### src/rtl/mux_channel_scanner_if.sv
// Bus between the channel scanner and its host / mux.
// Optional PARITY output is present only when MUX_SCAN_PARITY_EN is defined.
interface mux_channel_scanner_if #(
    parameter int NUM_CH = 4,
    parameter int SEL_W  = 2
);
    logic              start;
    logic              continuous;
    logic              mux_out;
    logic [SEL_W-1:0]  select;
    logic [NUM_CH-1:0] samples;
    logic              valid;
    logic              busy;
`ifdef MUX_SCAN_PARITY_EN
    logic              parity;
`endif

`ifdef MUX_SCAN_PARITY_EN
    modport slave (
        input  start, continuous, mux_out,
        output select, samples, valid, busy, parity
    );
    modport master (
        output start, continuous, mux_out,
        input  select, samples, valid, busy, parity
    );
`else
    modport slave (
        input  start, continuous, mux_out,
        output select, samples, valid, busy
    );
    modport master (
        output start, continuous, mux_out,
        input  select, samples, valid, busy
    );
`endif
endinterface

### src/rtl/mux_channel_scanner.sv
// Sequencer in front of an NUM_CH:1 mux. Walks SELECT through every channel,
// holds each for DWELL_CYCLES, captures the mux output at the end of each
// dwell and publishes the whole sweep with a one-cycle VALID pulse.
// Optional: define MUX_SCAN_PARITY_EN to add a registered PARITY output
// (XOR of the published snapshot).
//
// state   | meaning
// --------+---------------------------------------------------------
// ST_IDLE | waiting for START; SELECT=0, BUSY=0
// ST_SCAN | sweep in progress; SELECT follows the channel index
module mux_channel_scanner #(
    parameter int NUM_CH       = 4,
    parameter int SEL_W        = 2,
    parameter int DWELL_CYCLES = 2
) (
    input  logic                 clk,
    input  logic                 reset,
    mux_channel_scanner_if.slave bus
);
    localparam int CNT_W = (DWELL_CYCLES > 1) ? $clog2(DWELL_CYCLES) : 1;
    localparam logic [CNT_W-1:0] CNT_LAST = CNT_W'(DWELL_CYCLES - 1);
    localparam logic [SEL_W-1:0] IDX_LAST = SEL_W'(NUM_CH - 1);

    typedef enum logic {
        ST_IDLE = 1'b0,
        ST_SCAN = 1'b1
    } state_t;

    state_t            state_q, state_d;
    logic [SEL_W-1:0]  idx_q, idx_d;
    logic [CNT_W-1:0]  cnt_q, cnt_d;
    // The last channel bypasses the shadow and goes straight to samples,
    // so the shadow only needs NUM_CH-1 bits.
    logic [NUM_CH-2:0] shadow_q, shadow_d;
    logic [NUM_CH-1:0] samples_q, samples_d;
    logic              valid_q, valid_d;
`ifdef MUX_SCAN_PARITY_EN
    logic              parity_q, parity_d;
`endif

    // State register.
    always_ff @(posedge clk) begin
        if (reset) begin
            state_q <= ST_IDLE;
        end else begin
            state_q <= state_d;
        end
    end

    // Datapath registers: index, dwell counter, shadow and published snapshot.
    always_ff @(posedge clk) begin
        if (reset) begin
            idx_q     <= '0;
            cnt_q     <= '0;
            shadow_q  <= '0;
            samples_q <= '0;
            valid_q   <= 1'b0;
`ifdef MUX_SCAN_PARITY_EN
            parity_q  <= 1'b0;
`endif
        end else begin
            idx_q     <= idx_d;
            cnt_q     <= cnt_d;
            shadow_q  <= shadow_d;
            samples_q <= samples_d;
            valid_q   <= valid_d;
`ifdef MUX_SCAN_PARITY_EN
            parity_q  <= parity_d;
`endif
        end
    end

    // Next-state and datapath update; VALID defaults low so it is a single pulse.
    always_comb begin
        state_d   = state_q;
        idx_d     = idx_q;
        cnt_d     = cnt_q;
        shadow_d  = shadow_q;
        samples_d = samples_q;
        valid_d   = 1'b0;
`ifdef MUX_SCAN_PARITY_EN
        parity_d  = parity_q;
`endif
        case (state_q)
            ST_IDLE: begin
                if (bus.start) begin
                    state_d = ST_SCAN;
                    idx_d   = '0;
                    cnt_d   = '0;
                end
            end
            ST_SCAN: begin
                if (cnt_q != CNT_LAST) begin
                    cnt_d = cnt_q + CNT_W'(1);
                end else begin
                    cnt_d = '0;
                    if (idx_q == IDX_LAST) begin
                        samples_d = {bus.mux_out, shadow_q};
                        valid_d   = 1'b1;
`ifdef MUX_SCAN_PARITY_EN
                        parity_d  = ^{bus.mux_out, shadow_q};
`endif
                        idx_d     = '0;
                        if (!bus.continuous) begin
                            state_d = ST_IDLE;
                        end
                    end else begin
                        for (int k = 0; k < NUM_CH - 1; k++) begin
                            if (idx_q == SEL_W'(k)) begin
                                shadow_d[k] = bus.mux_out;
                            end
                        end
                        idx_d = idx_q + SEL_W'(1);
                    end
                end
            end
            default: begin
                state_d = ST_IDLE;
                idx_d   = '0;
                cnt_d   = '0;
            end
        endcase
    end

    // SELECT is the registered index; it is held at 0 whenever the FSM idles.
    assign bus.select  = idx_q;
    assign bus.busy    = (state_q == ST_SCAN);
    assign bus.samples = samples_q;
    assign bus.valid   = valid_q;
`ifdef MUX_SCAN_PARITY_EN
    assign bus.parity  = parity_q;
`endif

endmodule

### src/flat_wrapper.sv
// flat-port wrapper written by rule: the top's interface ports become plain ports
module mux_channel_scanner_flat 
#(
    parameter int NUM_CH       = 4,
    parameter int SEL_W        = 2,
    parameter int DWELL_CYCLES = 2
)
  (clk, reset, bus_start, bus_continuous, bus_mux_out, bus_select, bus_samples, bus_valid, bus_busy);
  mux_channel_scanner_if #(.NUM_CH(NUM_CH), .SEL_W(SEL_W)) bus_i ();
  input  logic clk;
  input  logic reset;
  input wire logic [$bits(bus_i.start)-1:0] bus_start;
  input wire logic [$bits(bus_i.continuous)-1:0] bus_continuous;
  input wire logic [$bits(bus_i.mux_out)-1:0] bus_mux_out;
  output wire logic [$bits(bus_i.select)-1:0] bus_select;
  output wire logic [$bits(bus_i.samples)-1:0] bus_samples;
  output wire logic [$bits(bus_i.valid)-1:0] bus_valid;
  output wire logic [$bits(bus_i.busy)-1:0] bus_busy;
  assign bus_i.start = bus_start;
  assign bus_i.continuous = bus_continuous;
  assign bus_i.mux_out = bus_mux_out;
  assign bus_select = bus_i.select;
  assign bus_samples = bus_i.samples;
  assign bus_valid = bus_i.valid;
  assign bus_busy = bus_i.busy;
  mux_channel_scanner #(.NUM_CH(NUM_CH), .SEL_W(SEL_W), .DWELL_CYCLES(DWELL_CYCLES)) u_core (.clk(clk), .reset(reset), .bus(bus_i));
endmodule
### config.mk
export PLATFORM = sky130hd
export DESIGN_NAME = mux_channel_scanner_flat
export DESIGN_NICKNAME = d
export VERILOG_FILES = /design/src/rtl/mux_channel_scanner_if.sv /design/src/rtl/mux_channel_scanner.sv /design/src/flat_wrapper.sv
export SDC_FILE = /design/constraint.sdc
export NUM_CORES = 1
export LEC_CHECK = 0
export ABC_AREA = 1
export BUFFER_PORTS_ARGS = -buffer_cell sky130_fd_sc_hd__buf_2
export CORE_UTILIZATION = 35
export DETAILED_ROUTE_END_ITERATION = 10
export RECOVER_POWER = 100
export SLEW_MARGIN = 20
export SYNTH_ARGS = -nofsm -noshare
export SYNTH_HDL_FRONTEND = slang
export SYNTH_SLANG_ARGS = --single-unit
### constraint.sdc
create_clock -name clk -period 0.9 [get_ports clk]
set_input_delay 0.18 -clock clk [delete_from_list [all_inputs] [get_ports clk]]
set_output_delay 0.18 -clock clk [all_outputs]
set_load 0.01 [all_outputs]
* After elaboration in Yosys (flattened, before gate mapping)
Cells that the tools add are included.
Operators by class: $add $sub $neg 2, equality and inequality tests 5, multiplexer cells 13, bitwise logic cells 3, reductions and logical operators 7
Operators with widths (count):
- 4-bit AND reduction | 3
- 1-bit 2-to-1 mux | 7
- 2-bit 2-to-1 mux | 3
- 2-bit equality test (second input constant) | 2
- 2-bit inequality test (second input constant) | 2
- 1-bit one-hot mux with 2 select lines | 2
- 2-bit one-hot mux with 2 select lines | 1
- 1-bit inverter | 3
- 3-bit AND reduction | 1
- 3-bit OR reduction | 1
- 2-bit by 1-bit adder with 2-bit output (second input constant) | 1
- 2-bit by 1-bit equality test with 1-bit output (second input constant) | 1
- 2-bit zero test | 1
- 2-bit AND reduction | 1
- 1-bit adder (second input constant) | 1
Word-level totals: flip-flop bits (word level) 12, bits of input ports 5, output and inout port bits 8, logic and storage cells 38

* Depth between registers and ports, before layout
depth in word-level cells 4, gate-level depth with buffers 6, depth with buffers taken out 6

* Least setup slack after synthesis
Ideal clock, no wire load.
path kind reg-to-reg, from register u_core.idx_q[0] (netlist: u_core.bus.select[0]), to register u_core.idx_q[1] (netlist: u_core.bus.select[1]), library setup time 117 ps, arrival 946 ps, required time 783 ps, path slack -163 ps, stages on the path, launching flop included 5, buffers on the path 0, clock period less this slack 1063 ps, cells stage by stage dfxtp_1 -> inv_1 -> ha_1 -> nand4_1 -> o21ai_1
On the way: word-level cells in the longest chain between the ends 4, elaborated cells on any way between the ends 5, those cells by class add/sub: 1; eq/ne: 1; mux: 3
Ends and longest elaborated chain:
- start: declaration | line mux_channel_scanner.sv:30 | logic [SEL_W-1:0] idx_q, idx_d;
- start signal: assignment | line mux_channel_scanner.sv:62 | idx_q <= idx_d;
- 2-bit by 1-bit adder with 2-bit output / 2-bit equality test (equally long branches) | line mux_channel_scanner.sv:113, mux_channel_scanner.sv:97
- 2-bit 2-to-1 mux * | line mux_channel_scanner.sv:97 | if (idx_q == IDX_LAST) begin
- 2-bit 2-to-1 mux * | line mux_channel_scanner.sv:93 | if (cnt_q != CNT_LAST) begin
- 2-bit one-hot mux with 2 select lines * | line mux_channel_scanner.sv:84 | case (state_q)
Every way passes the cells marked *; elsewhere a longest branch is shown, timed or not. The select of a mux whose other input is x is not followed. A chain may end at the register's enable or synchronous reset.

* Worst setup path in the final report
from register u_core.idx_q[1] (netlist: u_core.bus.select[1]), to output bus_select[1]
RTL lines:
- end: declaration | line flat_wrapper.sv:15 | output wire logic [$bits(bus_i.select)-1:0] bus_select;
No word-level cell between the ends.

==> flow_summary.json <==
{
  "status": "complete, but fails checks",
  "violations": "negative setup slack",
  "wl_per_cell_um": 10.8,
  "critPathMaxStageDelay_ps": 360,
  "cp-end-kind": "output pin",
  "synth_seq_area_share_pct": 40.6,
  "clk_path_buf_depth": 2,
  "worst_pin_slew_ps": 149,
  "p_leak_nw": 0.437,
  "postLayoutCellArea_um2": 927,
  "cts_root_buf": "clkbuf_4",
  "powerDensity_mw_per_mm2": 1100,
  "cts-buffers-inserted": 3,
  "core-area_mm2": 0.00154,
  "drt-total-wl_um": 1310,
  "clock_skew_ps": 4.16,
  "fin_nets": 118,
  "finalCritPeriodShare_pct": 116,
  "hold_class": "primary input to flop",
  "vdd_drop_max_uv": 656,
  "setup_viol": 14,
  "die_y_um": 43.1,
  "maxSlewViolCount": 0,
  "path_common_cell": "buf_6",
  "power_w": 0.00102,
  "num_io_pins": 13,
  "dpl_cell_area_um2": 722,
  "clkSlewWorstSetupHoldPaths_ps": 80,
  "port_buffers": 12,
  "critical_path.cell_chain": "buf_6, buf_6",
  "fillers": 144,
  "slew-limit-headroom_pct": 90.1,
  "drive_gt1_share_pct": 47.2,
  "cts_htree_levels": 1,
  "hpwl_um": 774,
  "critPathSlowestCell": "dfxtp_4",
  "rsz0062_at_grt": "yes",
  "diodes": 0,
  "drc_errors": 0,
  "chipWidth_um": 43.1,
  "grt_pass1_wl_um": 2100,
  "crit_type": "flop to output pin",
  "rows": 14,
  "start_util_pct": 38.4,
  "clock_sinks": 12,
  "grt_remaining_overflow": 0,
  "ff2ff_path_depth": 6,
  "start_kind": "flop",
  "synthCells": 81,
  "vias_per_cell": 4.64,
  "drt-pass1-iter-count": 4,
  "vias": 566,
  "ys_seq_elements": 12,
  "dieArea_mm2": 0.00186,
  "cts_tree": "yes",
  "worstPathMaxFanout": 4,
  "final_antenna_net_count": 0,
  "max_freq_mhz": 962,
  "ys_types": 15,
  "crit_required_ps": 720,
  "syn_avg_cell_area_um2": 7.31,
  "synth_warnings": 0,
  "synthesis.area_um2": 592,
  "place.gp.congestion": 0.716,
  "grt_usage_pct": 15.6,
  "final_hold_viol_count": 0,
  "drt_iter0_markers": 13,
  "first_global_vias": 478,
  "antenna_found_initial": 0,
  "fin_crit_ps": 1040,
  "drv_cap": 0,
  "setup_ws_ps": -140,
  "arrival_ps": 860,
  "grt_max_degree": 7,
  "insertion_delay_ps": 270,
  "hold_depth": 2,
  "syn_to_final_growth_pct": 56.7,
  "synth_nets": 91
}
==> layout make-up <==
| type | count | area (um2) | area share (%) |
|---|---|---|---|
| clock buffers | 3 | 22.5 | 2.43 |
| inverters | 12 | 52.6 | 5.67 |
| multi-input cells | 55 | 374 | 40.4 |
| flip-flops and latches | 12 | 256 | 27.7 |
| well taps | 16 | 20.0 | 2.16 |
| repair buffers | 24 | 201 | 21.7 |
==> final timing paths <==
kind	from	slack [ps]	endpoint
worst max-delay path	u_core.bus.select[1]$_SDFFE_PP0P_	-140	bus_select[1]
worst max register to register	u_core.bus.select[1]$_SDFFE_PP0P_	-140	u_core.bus.samples[2]$_SDFFE_PP0P_
worst min register to register	u_core.shadow_q[0]$_SDFFE_PP0P_	490	u_core.bus.samples[0]$_SDFFE_PP0P_
worst min-delay path	reset	70	u_core.bus.valid$_SDFF_PP0_
==> report_power, final <==
group          total (W)  switching (W)  leakage, nW  internal, W
Combinational   0.000131      0.0000722        0.322    0.0000590
Clock           0.000342       0.000187       0.0138     0.000155
Sequential      0.000546      0.0000117        0.101     0.000535
==> flip-flops by register name (all words and copies together) (netlist names) <==
register            cells
u_core.bus.select       2
u_core.cnt_q            1
u_core.bus.valid        1
u_core.bus.busy         1
u_core.bus.samples      4
u_core.shadow_q         3
==> critical path: cells and delay by family, from the launching register on <==
family,cells,cell delay [ps]
buffers and inverters,2,220
flip-flops,1,360
==> per-layer routing <==
layer / up-vias / part of all wire, % / track usage (%)
li1: 299 / - / -
met1: 254 / 45 / 18.2
met2: 9 / 50 / 24.5
met3: 4 / 3.3 / 3.83
met4: 0 / 1.8 / 10.9
met5: - / 0 / 0
==> synth_stat cells <==
master,number,area [um2]
a21oi_1,1,5.00
buf_4,1,7.51
buf_6,1,11.3
clkbuf_8,1,13.8
dfxtp_1,12,240
ha_1,5,62.6
inv_1,12,45.0
nand2_1,20,75.1
nand3_1,4,20.0
nand3_4,1,17.5
nand4_1,1,6.26
nor2_1,18,67.6
nor3_1,1,5.00
o21ai_0,2,10.0
o21ai_1,1,5.00
==> logic make-up (layout without fill, tap and decap cells) <==
group	Yosys count	count (layout)	synth area share (%)
AND/OR/NAND/NOR	45	46	32.3
buffers and inverters	15	39	13.1
flip-flops	12	12	40.6
adder cells (fa/ha/maj)	5	5	10.6
AO/OA/AOI/OAI	4	4	3.38
==> timing repair <==
action                                  in CTS  in global routing
hold buffers                                 0                  0
gates resized for setup                     27                  7
buffers inserted                             4                  1
cloned                                       1                  0
pin swaps                                    3                  5
hold endpoints to repair                     0                  0
endpoints found under the setup margin      18                 19
==> per-stage QoR <==
stage          hold WS [ps]  setup WS (ps)  std cells  setup TNS, ps  utilization (%)
2_1_floorplan           258          -5.97         81          -37.2                -
6_report               71.2           -140        122          -1180             60.1
4_1_cts                67.9           -143        121          -1080             57.9
3_3_place_gp            361          -39.1        114           -115             46.8
3_5_place_dp            361          -36.9        114           -209             46.8
5_1_grt                82.5           -199        122          -1900             60.1
==> cell usage in the layout, fill, tap and decap left out <==
cell,count
inv_1,10
nand2_2,4
clkbuf_4,3
dfxtp_4,3
nand2_1,16
a21oi_1,1
o21ai_0,2
nor3_1,1
nor2_2,2
buf_2,5
ha_4,3
nand3_1,1
nand3_2,1
buf_4,10
ha_1,2
dfxtp_2,4
nand4_1,1
dfxtp_1,5
nand3_4,4
inv_6,1
o21ai_1,1
inv_4,1
nor2_1,16
buf_6,9
(Power assumes the default switching activity.)
